$ cat config.mk
export PLATFORM = sky130hd
export DESIGN_NAME = serial_subtractor
export DESIGN_NICKNAME = d
export VERILOG_FILES = /design/src/rtl/serial_subtractor.sv
export SDC_FILE = /design/constraint.sdc
export NUM_CORES = 1
export LEC_CHECK = 0
export ABC_AREA = 1
export BUFFER_PORTS_ARGS = -buffer_cell sky130_fd_sc_hd__buf_2
export CORE_MARGIN = 5
export CORE_UTILIZATION = 35
export CTS_BUF_LIST = sky130_fd_sc_hd__clkbuf_8
export DETAILED_ROUTE_END_ITERATION = 10
export GPL_TIMING_DRIVEN = 0
export PLACE_DENSITY = 0.64
export SETUP_SLACK_MARGIN = 0.15
export SYNTH_ARGS = -nofsm -noshare
export SYNTH_HDL_FRONTEND = slang
export SYNTH_SLANG_ARGS = --single-unit
$ cat constraint.sdc
create_clock -name clk -period 1.2 [get_ports clk]
set_input_delay 0.36 -clock clk [delete_from_list [all_inputs] [get_ports clk]]
set_output_delay 0.36 -clock clk [all_outputs]
set_load 0.005 [all_outputs]
$ cat src/rtl/serial_subtractor.sv
// Bit-serial subtractor: computes a - b one bit per cycle, LSB first,
// and reports result, unsigned borrow, signed overflow and zero flags.
module serial_subtractor #(
  parameter int unsigned WIDTH = 8
) (
  input  logic             clk,
  input  logic             rst,
  input  logic             start,
  input  logic [WIDTH-1:0] a,
  input  logic [WIDTH-1:0] b,
  output logic             busy,
  output logic             done,
  output logic [WIDTH-1:0] result,
  output logic             borrow,
  output logic             overflow,
  output logic             zero
);

  localparam int unsigned CW = $clog2(WIDTH + 1);

  typedef enum logic [1:0] {
    IDLE  = 2'd0,
    SHIFT = 2'd1,
    DONE  = 2'd2
  } state_t;

  state_t           state;
  state_t           state_next;
  logic [WIDTH-1:0] a_sr;
  logic [WIDTH-1:0] b_sr;
  logic [CW-1:0]    cnt;
  logic             br;
  logic             accept;
  logic             last_bit;
  logic             diff_bit;
  logic             br_next;
  logic [WIDTH-1:0] result_next;

  // State register
  always_ff @(posedge clk) begin
    if (rst) state <= IDLE;
    else     state <= state_next;
  end

  // Next-state decode and one-bit full-subtractor slice
  always_comb begin
    state_next  = state;
    accept      = 1'b0;
    last_bit    = 1'b0;
    diff_bit    = a_sr[0] ^ b_sr[0] ^ br;
    br_next     = (~a_sr[0] & b_sr[0]) | (~(a_sr[0] ^ b_sr[0]) & br);
    result_next = {diff_bit, result[WIDTH-1:1]};
    case (state)
      IDLE: begin
        if (start) begin
          state_next = SHIFT;
          accept     = 1'b1;
        end
      end
      SHIFT: begin
        if (cnt == CW'(WIDTH - 1)) begin
          state_next = DONE;
          last_bit   = 1'b1;
        end
      end
      DONE: begin
        if (start) begin
          state_next = SHIFT;
          accept     = 1'b1;
        end else begin
          state_next = IDLE;
        end
      end
      default: state_next = IDLE;
    endcase
  end

  // Datapath: operand shifters, borrow chain, result and flags
  always_ff @(posedge clk) begin
    if (rst) begin
      busy     <= 1'b0;
      done     <= 1'b0;
      a_sr     <= '0;
      b_sr     <= '0;
      cnt      <= '0;
      br       <= 1'b0;
      result   <= '0;
      borrow   <= 1'b0;
      overflow <= 1'b0;
      zero     <= 1'b0;
    end else begin
      busy <= (state_next == SHIFT);
      done <= (state_next == DONE);
      if (accept) begin
        a_sr <= a;
        b_sr <= b;
        cnt  <= '0;
        br   <= 1'b0;
      end else if (state == SHIFT) begin
        a_sr   <= a_sr >> 1;
        b_sr   <= b_sr >> 1;
        cnt    <= cnt + CW'(1);
        br     <= br_next;
        result <= result_next;
        // On the final bit a_sr[0]/b_sr[0] are the operand sign bits
        if (last_bit) begin
          borrow   <= br_next;
          overflow <= (a_sr[0] != b_sr[0]) && (diff_bit != a_sr[0]);
          zero     <= (result_next == '0);
        end
      end
    end
  end

endmodule

==> reports/qor.json, run 1 <==
{
  "status": "finished, violations left",
  "violations": "setup timing",
  "netlist_instances": 240,
  "clock-sinks": 36,
  "seq_power_share": 0.443,
  "multi_input_comb_area_um2": 1140,
  "clk_transition_reported_paths_ps": 70,
  "cell_pwr_density_nw_per_um2": 1070,
  "worst_skew_pair.late_latency_ps": 280,
  "numCtsBuffers": 5,
  "grt_first_pass_wirelength_um": 7110,
  "detailroute.via_count": 1703,
  "vias_per_cell": 4.54,
  "critPathLaunchType": "register",
  "timing.critical_path.cells": "fa_2 -> a21oi_1 -> a21oi_2 -> nor2_1",
  "irDropWorstVdd_uv": 685,
  "cpMaxStageDelayCell": "sky130_fd_sc_hd__fa_2",
  "clock_path_buffers": 2,
  "synthToLayoutAreaGrowth_pct": 60.6,
  "pwr-share-clk": 0.255,
  "setup_repair_after_global_routing_missed_its_margin": "yes",
  "drt_first_iter_violations": 49,
  "globalplace.congestion": 0.717,
  "ff_latch_area_um2": 743,
  "switching_share": 0.307,
  "wl_um": 4950,
  "final_nets": 329,
  "final.fill_count": 453,
  "switchingPower_w": 0.000935,
  "cp_data_arrival_time_ps": 1470,
  "num_antenna_cells": 0,
  "maxSlewViolCount": 0,
  "internal-power_w": 0.00211,
  "maximum_number_of_pins_on_one_net_before_global_route_repair": 11,
  "crit_path_max_fanout": 3,
  "share_comb_of_total_power": 0.302,
  "syn_area_per_cell_um2": 7.40,
  "fin_crit_sh": 1.07,
  "timing.max_slew.rel_slack": 0.789,
  "finalWorstPathRequiredPeriod_ps": 1290,
  "share_of_layout_cells_above_drive_strength_1": 0.587,
  "worstMarginPinSlew_ps": 316,
  "synth.cell_area_um2": 1780,
  "timing.critical_path.slowest_cell_delay_ps": 590,
  "io_pins": 32,
  "flip_flop_and_latch_count_after_synthesis": 36,
  "globalRouteTotalUtil": 0.140,
  "critPathCaptureType": "register",
  "grt_antenna_before_repair": 0,
  "setup_total_negative_slack_ps": -170,
  "cts_tree": "done",
  "maxCapViolations": 0,
  "root_buffer_master": "sky130_fd_sc_hd__clkbuf_8",
  "fin_ws_ps": -87.5,
  "wire_per_inst_um": 13.2,
  "total_leakage_power_nw": 1.33,
  "finalSetupViolCount": 2,
  "finalInstanceArea_um2": 2850,
  "detailedRoute.firstPassIterationCount": 4,
  "holdWs_ps": 287,
  "gr-total-overflow": 0,
  "die_w_um": 81.3,
  "dp_hpwl_um": 2550,
  "worst_ep_required_time_ps": 1380,
  "design.die.area_um2": 6600,
  "worstSetupPathType": "reg -> reg",
  "synth.yosys.seq_area_share": 0.406,
  "drc": 0,
  "core-area_um2": 5010,
  "vias_in_the_first_global_route": 1643,
  "place_area_um2": 2020,
  "post_cts_hold_buffer_count": 0,
  "numPortBuffers": 31,
  "h-tree-depth": 2,
  "maxClockFrequency_ghz": 0.777,
  "initial_util": 0.355,
  "finalClockSkew_ps": 3.82,
  "yosys.cell_types.count": 24,
  "worst_hold_path_type": "in -> reg",
  "vertical_die_dimension_um": 81.3,
  "placementRows": 26,
  "yosysWarningCount": 0,
  "final-hold-violation-count": 0,
  "drtAntennaViolNets": 0,
  "synth_fp_nets": 262
}
-- area by class of cell --
| class | count | share of cell area |
|---|---|---|
| buffer | 10 | 0.0469 |
| clock buffer | 5 | 0.0241 |
| inverter | 36 | 0.0570 |
| multi-input combinational | 159 | 0.401 |
| sequential | 36 | 0.260 |
| tap | 70 | 0.0307 |
| timing repair buffer | 58 | 0.174 |
| timing repair inverter | 1 | 0.00570 |
-- through the flow --
stage          power [W]  setup slack, ps  std cells   util
3_5_place_dp     0.00188            -97.8        341  0.404
5_1_grt          0.00320             -177        375  0.570
2_1_floorplan    0.00174            -39.4        240      -
6_report         0.00305            -87.5        375  0.570
3_3_place_gp     0.00187             -103        341  0.404
4_1_cts          0.00278            -87.8        363  0.473
-- flip-flops by register name, indices dropped and copies added (netlist names) --
signal / flops
zero: 1
borrow: 1
done: 1
b_sr: 8
cnt: 4
state: 2
busy: 1
overflow: 1
br: 1
result: 8
a_sr: 8
-- worst max-delay path, delay by kind of cell (launching register included) --
| family | cells | cell delay (ps) |
|---|---|---|
| fa+ha+maj | 1 | 590 |
| flops | 1 | 330 |
| compound gates | 2 | 230 |
| simple gates | 1 | 40 |
-- synth_stat cells, drive strengths merged --
master   n  area (um2)
buf      9        96.3
dfxtp   36         721
clkbuf   1        7.51
o22ai    1        6.26
nand2   64         292
a21oi   15        97.6
o21ai   21         128
ha       2        25.0
nand3   15        75.1
inv     36         148
nor2    39         161
fa       1        20.0
-- final timing paths --
path                                end                  from  slack [ps]  depth (start not counted)
hold reg to reg         br$_SDFFE_PP0P_       br$_SDFFE_PP0P_         470                          2
setup / recovery  overflow$_SDFFE_PP0P_  a_sr[0]$_SDFFE_PP0P_         -90                          4
setup reg to reg  overflow$_SDFFE_PP0P_  a_sr[0]$_SDFFE_PP0P_         -90                          4
hold / removal     b_sr[7]$_SDFFE_PP0P_                  b[7]         290                          3
-- power by group through the flow --
stage               Clock (W)  Combinational (W)  Sequential [W]
floorplan                   0           0.000380         0.00136
global placement            0           0.000506         0.00136
detailed placement          0           0.000509         0.00137
CTS                  0.000777           0.000662         0.00134
global route         0.000838            0.00100         0.00136
finish               0.000776           0.000920         0.00135
-- placed cells by master, fill, tap and decap left out, drive strengths merged --
cell    instances
nand3          15
o21ai          21
ha              2
clkinv          3
o22ai           1
buf            64
fa              1
inv            34
nor2           39
clkbuf          9
dfxtp          36
a21oi          15
nand2          65
-- cells by family (layout without fill, tap and decap cells) --
logic type | after synthesis | count (layout) | synth area share
AO/OA/AOI/OAI | 37 | 37 | 0.130
adder cells (fa/ha/maj) | 3 | 3 | 0.0254
buffers and inverters | 46 | 110 | 0.142
flip-flops | 36 | 36 | 0.406
AND/OR/NAND/NOR | 118 | 119 | 0.297
-- repair_timing --
item | CTS | global route
gates cloned | 2 | 5
endpoints found under the setup margin | 45 | 48
resized for setup | 52 | 90
pin swaps | 18 | 49
setup buffers | 15 | 7
-- layer usage --
| metal | global-route usage | vias to the layer above | wire length [um] |
|---|---|---|---|
| met5 | 0 | - | 0 |
| met4 | 0.0456 | 0 | 76 |
| met3 | 0.0399 | 9 | 199 |
| met2 | 0.253 | 39 | 2670 |
| met1 | 0.157 | 788 | 2000 |
| li1 | - | 867 | - |
Power figures use the tool's default switching activity.
==> run 2: changes to the inputs <==
--- a/config.mk
+++ b/config.mk
@@ -6,14 +6,15 @@
 export NUM_CORES = 1
 export LEC_CHECK = 0
 export ABC_AREA = 1
-export BUFFER_PORTS_ARGS = -buffer_cell sky130_fd_sc_hd__buf_2
-export CORE_MARGIN = 5
+export BUFFER_PORTS_ARGS = -buffer_cell sky130_fd_sc_hd__buf_4
+export CORE_MARGIN = 1.5
 export CORE_UTILIZATION = 35
 export CTS_BUF_LIST = sky130_fd_sc_hd__clkbuf_8
 export DETAILED_ROUTE_END_ITERATION = 10
 export GPL_TIMING_DRIVEN = 0
 export PLACE_DENSITY = 0.64
 export SETUP_SLACK_MARGIN = 0.15
+export SKIP_LAST_GASP = 1
 export SYNTH_ARGS = -nofsm -noshare
 export SYNTH_HDL_FRONTEND = slang
 export SYNTH_SLANG_ARGS = --single-unit
==> run 2 against run 1 <==
Effect of this change:
- the run still ends with setup timing left
- sequential power hardly changed
- routed wire length is 6.0% higher
- flip-flop and latch count unchanged
- clock power is 5.4% higher
- setup slack is essentially flat
- register-to-register slack about the same
- critical path type unchanged
- critical endpoint is now zero$_SDFFE_PP0P_
- largest power group unchanged
- highest routed layer unchanged
==> reports/qor.json, run 2 (synthesis gave the netlist of run 1 again) <==
{
  "mostFrequentLayoutCell": {"value": "sky130_fd_sc_hd__buf_4", "change": "was sky130_fd_sc_hd__nand2_1"},
  "final_nets": {"value": 340, "change": "was 329"},
  "vias_in_the_first_global_route": {"value": 1679, "change": "was 1,643"},
  "post-route-util": {"value": 0.647, "change": "was 0.570"},
  "post_cts_hold_buffer_count": {"value": 0, "change": "unchanged"},
  "globalplace.congestion": {"value": 0.794, "change": "was 0.717"},
  "critical_path.most_common_cell": "sky130_fd_sc_hd__nor2_1",
  "crit_family": {"value": "adder cells", "change": "unchanged"},
  "numPortBuffers": {"value": 31, "change": "unchanged"},
  "globalRouteMet2Util": {"value": 0.359, "change": "was 0.253"},
  "status": {"value": "finished, violations left", "change": "unchanged"},
  "core-area": {"value": 4820, "unit": "um2", "change": "was 5010 um2"},
  "dp_hpwl": {"value": 2520, "unit": "um", "change": "was 2550 um"},
  "worst_ep_required_time": {"value": 1390, "unit": "ps", "change": "was 1380 ps"},
  "drc": {"value": 0, "change": "unchanged"},
  "numCtsBuffers": {"value": 5, "change": "unchanged"},
  "irDropWorstVdd": {"value": 643, "unit": "uV", "change": "was 685 uV"},
  "maxSlewViolCount": {"value": 0, "change": "unchanged"},
  "critPathLaunchType": {"value": "register", "change": "unchanged"},
  "io_pins": {"value": 32, "change": "unchanged"},
  "top_usage_layer": {"value": "met2", "change": "unchanged"},
  "grt_first_pass_wirelength": {"value": 7830, "unit": "um", "change": "was 7110 um"},
  "largestRegisters": {"value": "a_sr (8), b_sr (8), result (8)", "change": "unchanged"},
  "clock-sinks": {"value": 36, "change": "unchanged"},
  "wire_per_inst": {"value": 13.6, "unit": "um", "change": "was 13.2 um"},
  "grt_util_met1": {"value": 0.210, "change": "was 0.157"},
  "cell_pwr_density": {"value": 1040, "unit": "nW/um2", "change": "was 1070 nW/um2"},
  "setup_total_negative_slack": {"value": -547, "unit": "ps", "change": "was -170 ps"},
  "timing.critical_path.cells": {"value": "inv_2 -> fa_2 -> nor2_1 -> nand2_1 -> nor2_1 -> nor2_1 -> nor2_1", "change": "was fa_2 -> a21oi_1 -> a21oi_2 -> nor2_1"},
  "finalWorstPathRequiredPeriod": {"value": 1290, "unit": "ps", "change": "about the same"},
  "finalSetupViolCount": {"value": 20, "change": "was 2"},
  "worstMarginPinSlew": {"value": 335, "unit": "ps", "change": "was 316 ps"},
  "setup_repair_after_global_routing_missed_its_margin": {"value": "yes", "change": "unchanged"},
  "initial_util": {"value": 0.369, "change": "was 0.355"},
  "h-tree-depth": {"value": 2, "change": "unchanged"},
  "violations": {"value": "setup timing", "change": "unchanged"},
  "worstSetupPathType": {"value": "reg -> reg", "change": "unchanged"},
  "final-hold-violation-count": {"value": 0, "change": "unchanged"},
  "timing.critical_path.slowest_cell_delay": {"value": 550, "unit": "ps", "change": "was 590 ps"},
  "num_antenna_cells": {"value": 0, "change": "unchanged"},
  "synthToLayoutAreaGrowth": {"value": 75.5, "unit": "%", "change": "was 60.6%"},
  "crit_path_max_fanout": {"value": 3, "change": "unchanged"},
  "die_w": {"value": 74.3, "unit": "um", "change": "was 81.3 um"},
  "vertical_die_dimension": {"value": 74.3, "unit": "um", "change": "was 81.3 um"},
  "fin_crit_sh": {"value": 1.07, "change": "about the same"},
  "critPathCaptureType": {"value": "register", "change": "unchanged"},
  "cts_tree": {"value": "done", "change": "unchanged"},
  "clk_transition_reported_paths": {"value": 80, "unit": "ps", "change": "was 70 ps"},
  "cp_data_arrival_time": {"value": 1480, "unit": "ps", "change": "was 1470 ps"},
  "global_route.usage.met3": {"value": 0.0447, "change": "was 0.0399"},
  "path_buf_inv": {"value": 1, "change": "was 0"},
  "finalClockSkew": {"value": 8.44, "unit": "ps", "change": "was 3.82 ps"},
  "vias_per_cell": {"value": 4.60, "change": "was 4.54"},
  "mostFrequentLayoutCells": {"value": "sky130_fd_sc_hd__buf_4, sky130_fd_sc_hd__nand2_1, sky130_fd_sc_hd__inv_1, sky130_fd_sc_hd__nor2_1", "change": "was sky130_fd_sc_hd__nand2_1, sky130_fd_sc_hd__buf_2, sky130_fd_sc_hd__inv_1, sky130_fd_sc_hd__nor2_1, sky130_fd_sc_hd__dfxtp_1"},
  "globalRouteTotalUtil": {"value": 0.192, "change": "was 0.140"},
  "maxCapViolations": {"value": 0, "change": "unchanged"},
  "grt_antenna_before_repair": {"value": 0, "change": "unchanged"},
  "design.die.area": {"value": 5510, "unit": "um2", "change": "was 6600 um2"},
  "worst_skew_pair.late_latency": {"value": 290, "unit": "ps", "change": "was 280 ps"},
  "total_leakage_power": {"value": 1.44, "unit": "nW", "change": "was 1.33 nW"},
  "fin_ws": {"value": -87.0, "unit": "ps", "change": "was -87.5 ps"},
  "detailedRoute.firstPassIterationCount": {"value": 4, "change": "unchanged"},
  "root_buffer_master": {"value": "sky130_fd_sc_hd__clkbuf_8", "change": "unchanged"},
  "placementRows": {"value": 25, "change": "was 26"},
  "clock_path_buffers": {"value": 2, "change": "unchanged"},
  "worst_hold_path_type": {"value": "in -> reg", "change": "unchanged"},
  "wl": {"value": 5240, "unit": "um", "change": "was 4950 um"},
  "drt_first_iter_violations": {"value": 78, "change": "was 49"},
  "timing.max_slew.rel_slack": {"value": 0.777, "change": "was 0.789"},
  "detailroute.via_count": {"value": 1771, "change": "was 1,703"},
  "drtAntennaViolNets": {"value": 0, "change": "unchanged"},
  "share_of_layout_cells_above_drive_strength_1": {"value": 0.591, "change": "was 0.587"},
  "gr-total-overflow": {"value": 0, "change": "unchanged"},
  "maxClockFrequency": {"value": 0.777, "unit": "GHz", "change": "about the same"},
  "cpMaxStageDelayCell": {"value": "sky130_fd_sc_hd__fa_2", "change": "unchanged"},
  "maximum_number_of_pins_on_one_net_before_global_route_repair": {"value": 11, "change": "unchanged"}
}
[run 2: cell types whose count changed in the layout (fill, tap and decap cells not counted), sizes merged]
cell	previous run	this run
inv	34	35
clkbuf	9	7
buf	64	78
[run 2: final timing paths]
kind                             from              endpoint  depth (start not counted)  slack, ps
setup / recovery      br$_SDFFE_PP0P_     zero$_SDFFE_PP0P_                          7        -90
hold / removal                   b[7]  b_sr[7]$_SDFFE_PP0P_                          3        280
setup reg to reg      br$_SDFFE_PP0P_     zero$_SDFFE_PP0P_                          7        -90
hold reg to reg   borrow$_SDFFE_PP0P_   borrow$_SDFFE_PP0P_                          2        490
[run 2: layer usage]
layer / vias to the layer above / wire length, um
met5: - / 0
met4: 0 / 95
met3: 11 / 174
met2: 39 / 2950
met1: 827 / 2020
li1: 894 / -
[run 2: cell type report]
cell class,instances,area (um2)
fill,408,1700
multi-input combinational,159,1130
timing repair buffer,70,791
sequential,36,746
inverter,36,163
buffer,10,128
tap,67,83.8
clock buffer,5,68.8
clock inverter,2,8.76
[run 2: per-stage QoR]
step / power, W / setup WS [ps] / hold slack (ps) / instances / area [um2]
after floorplan: 0.00174 / -39.4 / 457 / 240 / 1780
after global routing: 0.00343 / -163 / 316 / 385 / 3120
after global placement: 0.00190 / -99.8 / 465 / 338 / 2100
after detailed placement: 0.00191 / -109 / 474 / 338 / 2100
final: 0.00325 / -87.0 / 283 / 385 / 3120
after CTS: 0.00309 / -100 / 279 / 376 / 2830
[run 2: power breakdown]
| group | internal [W] | total (W) | switching (W) |
|---|---|---|---|
| logic | 0.000574 | 0.00108 | 0.000506 |
| registers | 0.00129 | 0.00135 | 0.0000590 |
| clock network | 0.000386 | 0.000818 | 0.000432 |
[run 2: repair_timing]
action,in CTS,in global routing
cloned,6,1
buffers inserted,25,8
pin swaps,31,25
endpoints found under the hold margin,0,0
gates resized for setup,91,52
endpoints found under the setup margin,45,49
[run 2: worst reg2reg max path, stage by stage (launching register included)]
cell,delay (ps)
sky130_fd_sc_hd__dfxtp_2,330
sky130_fd_sc_hd__inv_2,50
sky130_fd_sc_hd__fa_2,550
sky130_fd_sc_hd__nor2_1,50
sky130_fd_sc_hd__nand2_1,50
sky130_fd_sc_hd__nor2_1,40
sky130_fd_sc_hd__nor2_1,80
sky130_fd_sc_hd__nor2_1,40
==> run 3: changes to the inputs <==
--- a/config.mk
+++ b/config.mk
@@ -12,8 +12,9 @@
 export CTS_BUF_LIST = sky130_fd_sc_hd__clkbuf_8
 export DETAILED_ROUTE_END_ITERATION = 10
 export GPL_TIMING_DRIVEN = 0
+export HOLD_SLACK_MARGIN = 0.12
 export PLACE_DENSITY = 0.64
-export SETUP_SLACK_MARGIN = 0.15
+export SETUP_SLACK_MARGIN = 0.3
 export SKIP_LAST_GASP = 1
 export SYNTH_ARGS = -nofsm -noshare
 export SYNTH_HDL_FRONTEND = slang
==> constraint.sdc (replaced) <==
create_clock -name clk -period 1.1 [get_ports clk]
set_input_delay 0.33 -clock clk [delete_from_list [all_inputs] [get_ports clk]]
set_output_delay 0.33 -clock clk [all_outputs]
set_load 0.005 [all_outputs]
==> run 3 against run 2 <==
Effect of this change:
- the flow still finishes with violations (setup timing)
- power up 16%
- register-to-register slack worse by 160 ps
- first-iteration DRC count up 15%
- critical path type unchanged
- largest power group unchanged
==> reports/qor.json, run 3 (synthesis gave the netlist of run 1 again) <==
{
  "grt_first_pass_wirelength": {"value": 7530, "unit": "um", "change": "was 7830 um"},
  "worstHoldEndpoint": {"value": "b_sr[7]$_SDFFE_PP0P_", "change": "unchanged"},
  "worstHoldStart": {"value": "b[7]", "change": "unchanged"},
  "place_area": {"value": 2150, "unit": "um2", "change": "was 2100 um2"},
  "final_nets": {"value": 330, "change": "was 340"},
  "holdPathStages": {"value": 3, "change": "unchanged"},
  "fin_ws": {"value": -244, "unit": "ps", "change": "was -87.0 ps"},
  "irDropWorstVdd": {"value": 660, "unit": "uV", "change": "was 643 uV"},
  "wire_per_inst": {"value": 13.6, "unit": "um", "change": "about the same"},
  "maxClockFrequency": {"value": 0.744, "unit": "GHz", "change": "was 0.777 GHz"},
  "seq_power_share": {"value": 0.391, "change": "was 0.416"},
  "finalSetupViolCount": {"value": 27, "change": "was 20"},
  "total_leakage_power": {"value": 1.38, "unit": "nW", "change": "was 1.44 nW"},
  "r2r-end": {"value": "overflow$_SDFFE_PP0P_", "change": "was zero$_SDFFE_PP0P_"},
  "mostFrequentLayoutCells": {"value": "sky130_fd_sc_hd__nand2_1, sky130_fd_sc_hd__buf_4, sky130_fd_sc_hd__inv_1, sky130_fd_sc_hd__nand2_2, sky130_fd_sc_hd__nor2_1", "change": "was sky130_fd_sc_hd__buf_4, sky130_fd_sc_hd__nand2_1, sky130_fd_sc_hd__inv_1, sky130_fd_sc_hd__nor2_1"},
  "design.die.area": {"value": 5510, "unit": "um2", "change": "unchanged"},
  "status": {"value": "finished, violations left", "change": "unchanged"},
  "globalplace.congestion": {"value": 0.752, "change": "was 0.794"},
  "setup_repair_after_global_routing_missed_its_margin": {"value": "yes", "change": "unchanged"},
  "share_of_layout_cells_above_drive_strength_1": {"value": 0.605, "change": "was 0.591"},
  "violations": {"value": "setup timing", "change": "unchanged"},
  "share_comb_of_total_power": {"value": 0.293, "change": "was 0.332"},
  "report.power.total": {"value": 0.00378, "unit": "W", "change": "was 0.00325 W"},
  "timing.max_slew.rel_slack": {"value": 0.775, "change": "was 0.777"},
  "vias_per_cell": {"value": 4.69, "change": "was 4.60"},
  "drc": {"value": 0, "change": "unchanged"},
  "fin_crit_sh": {"value": 1.22, "change": "was 1.07"},
  "switchingPower": {"value": 0.00113, "unit": "W", "change": "was 0.000997 W"},
  "critPathLaunchType": {"value": "register", "change": "unchanged"},
  "worstSetupPathType": {"value": "reg -> reg", "change": "unchanged"},
  "crit_path_max_fanout": {"value": 3, "change": "unchanged"},
  "final-hold-violation-count": {"value": 0, "change": "unchanged"},
  "detailedRoute.firstPassIterationCount": {"value": 4, "change": "unchanged"},
  "h-tree-depth": {"value": 2, "change": "unchanged"},
  "globalRouteTotalUtil": {"value": 0.182, "change": "was 0.192"},
  "clk_transition_reported_paths": {"value": 80, "unit": "ps", "change": "about the same"},
  "worst_skew_pair.late_latency": {"value": 300, "unit": "ps", "change": "was 290 ps"},
  "finalClockSkew": {"value": 7.85, "unit": "ps", "change": "was 8.44 ps"},
  "core-area": {"value": 4820, "unit": "um2", "change": "unchanged"},
  "cp_data_arrival_time": {"value": 1540, "unit": "ps", "change": "was 1480 ps"},
  "internal-power": {"value": 0.00265, "unit": "W", "change": "was 0.00225 W"},
  "root_buffer_master": {"value": "sky130_fd_sc_hd__clkbuf_8", "change": "unchanged"},
  "critPathCaptureType": {"value": "register", "change": "unchanged"},
  "initial_util": {"value": 0.369, "change": "unchanged"},
  "synthToLayoutAreaGrowth": {"value": 70.1, "unit": "%", "change": "was 75.5%"},
  "vertical_die_dimension": {"value": 74.3, "unit": "um", "change": "unchanged"},
  "cell_pwr_density": {"value": 1250, "unit": "nW/um2", "change": "was 1040 nW/um2"},
  "maxSlewViolCount": {"value": 0, "change": "unchanged"},
  "grt_antenna_before_repair": {"value": 0, "change": "unchanged"},
  "wl": {"value": 5100, "unit": "um", "change": "was 5240 um"},
  "dp_hpwl": {"value": 2540, "unit": "um", "change": "was 2520 um"},
  "placementRows": {"value": 25, "change": "unchanged"},
  "worst_ep_required_time": {"value": 1300, "unit": "ps", "change": "was 1390 ps"},
  "clock-sinks": {"value": 36, "change": "unchanged"},
  "numCtsBuffers": {"value": 5, "change": "unchanged"},
  "timing.reg2reg.worst_path_depth": {"value": 5, "change": "was 7"},
  "vias_in_the_first_global_route": {"value": 1611, "change": "was 1,679"},
  "drt_first_iter_violations": {"value": 90, "change": "was 78"},
  "largestRegisters": {"value": "a_sr (8), b_sr (8), result (8)", "change": "unchanged"},
  "die_w": {"value": 74.3, "unit": "um", "change": "unchanged"},
  "post-route-util": {"value": 0.628, "change": "was 0.647"},
  "finalWorstPathRequiredPeriod": {"value": 1340, "unit": "ps", "change": "was 1290 ps"},
  "holdWs": {"value": 268, "unit": "ps", "change": "was 283 ps"},
  "clock_path_buffers": {"value": 2, "change": "unchanged"},
  "num_antenna_cells": {"value": 0, "change": "unchanged"},
  "numPortBuffers": {"value": 31, "change": "unchanged"},
  "cts_tree": {"value": "done", "change": "unchanged"},
  "worstMarginPinSlew": {"value": 338, "unit": "ps", "change": "was 335 ps"},
  "rrSetupSlack": {"value": -240, "unit": "ps", "change": "was -90 ps"},
  "critical_path.reg2reg.startpoint": {"value": "br$_SDFFE_PP0P_", "change": "unchanged"},
  "pwr-share-clk": {"value": 0.315, "change": "was 0.252"},
  "worst_hold_path_type": {"value": "in -> reg", "change": "unchanged"},
  "io_pins": {"value": 32, "change": "unchanged"},
  "drtAntennaViolNets": {"value": 0, "change": "unchanged"},
  "detailroute.via_count": {"value": 1765, "change": "was 1,771"},
  "switching_share": {"value": 0.299, "change": "was 0.307"},
  "finalInstanceArea": {"value": 3020, "unit": "um2", "change": "was 3120 um2"},
  "dp_worst_setup_slack": {"value": -213, "unit": "ps", "change": "was -109 ps"},
  "maxCapViolations": {"value": 0, "change": "unchanged"},
  "gr-total-overflow": {"value": 0, "change": "unchanged"},
  "maximum_number_of_pins_on_one_net_before_global_route_repair": {"value": 13, "change": "was 11"}
}
run 3: cell count changes in the layout (fill, tap and decap cells not counted), sizes merged:
cell,delta
nand2,-1
clkinv,-1
clkinvlp,+1
bufinv,+1
buf,-9
run 3: cell type report:
| type | count | area [um2] |
|---|---|---|
| plain buffers | 10 | 129 |
| fillers | 406 | 1790 |
| flip-flops and latches | 36 | 744 |
| well taps | 67 | 83.8 |
| repair buffers | 61 | 677 |
| multi-input cells | 158 | 1120 |
| clock inverters | 3 | 42.5 |
| inverters | 36 | 158 |
| clock buffers | 5 | 68.8 |
run 3: critical path, stage by stage, from the launching register on:
cell	delay (ps)
sky130_fd_sc_hd__dfxtp_1	340
sky130_fd_sc_hd__inv_2	50
sky130_fd_sc_hd__fa_2	580
sky130_fd_sc_hd__a21oi_1	80
sky130_fd_sc_hd__a21oi_1	130
sky130_fd_sc_hd__nor2_1	50
run 3: layer usage:
layer  track usage  vias to the layer above  wire length [um]
li1              -                      876                 -
met1         0.230                      826              2100
met2         0.309                       47              2610
met3        0.0420                       16               238
met4        0.0606                        0               155
met5             0                        -                 0
run 3: what timing repair did:
| action | CTS | global route |
|---|---|---|
| pin swaps | 24 | 26 |
| endpoints found under the setup margin | 49 | 49 |
| cloned | 5 | 1 |
| hold buffers | 0 | 0 |
| buffers inserted | 19 | 5 |
| gates resized for setup | 76 | 51 |
run 3: worst max-delay path by stage:
stage,slack (ps),to,depth (start not counted),start
6_report,-240,overflow$_SDFFE_PP0P_,5,br$_SDFFE_PP0P_
5_1_grt,-330,overflow$_SDFFE_PP0P_,5,br$_SDFFE_PP0P_
4_1_cts,-200,zero$_SDFFE_PP0P_,7,b_sr[0]$_SDFFE_PP0P_
3_5_place_dp,-210,zero$_SDFFE_PP0P_,7,b_sr[0]$_SDFFE_PP0P_
3_3_place_gp,-200,zero$_SDFFE_PP0P_,7,b_sr[0]$_SDFFE_PP0P_
2_1_floorplan,-140,zero$_SDFFE_PP0P_,6,a_sr[0]$_SDFFE_PP0P_
run 3: through the flow:
stage               setup TNS [ps]  instances
CTS                           -996        370
global placement              -482        338
finish                       -1820        376
global route                 -3240        376
detailed placement            -556        338
floorplan                     -258        240
run 3: power groups by stage:
stage | logic (W) | registers, W | clock network, W
global route | 0.00120 | 0.00148 | 0.00125
CTS | 0.000934 | 0.00148 | 0.00120
finish | 0.00111 | 0.00148 | 0.00119
global placement | 0.000606 | 0.00150 | 0
detailed placement | 0.000613 | 0.00150 | 0
floorplan | 0.000436 | 0.00149 | 0
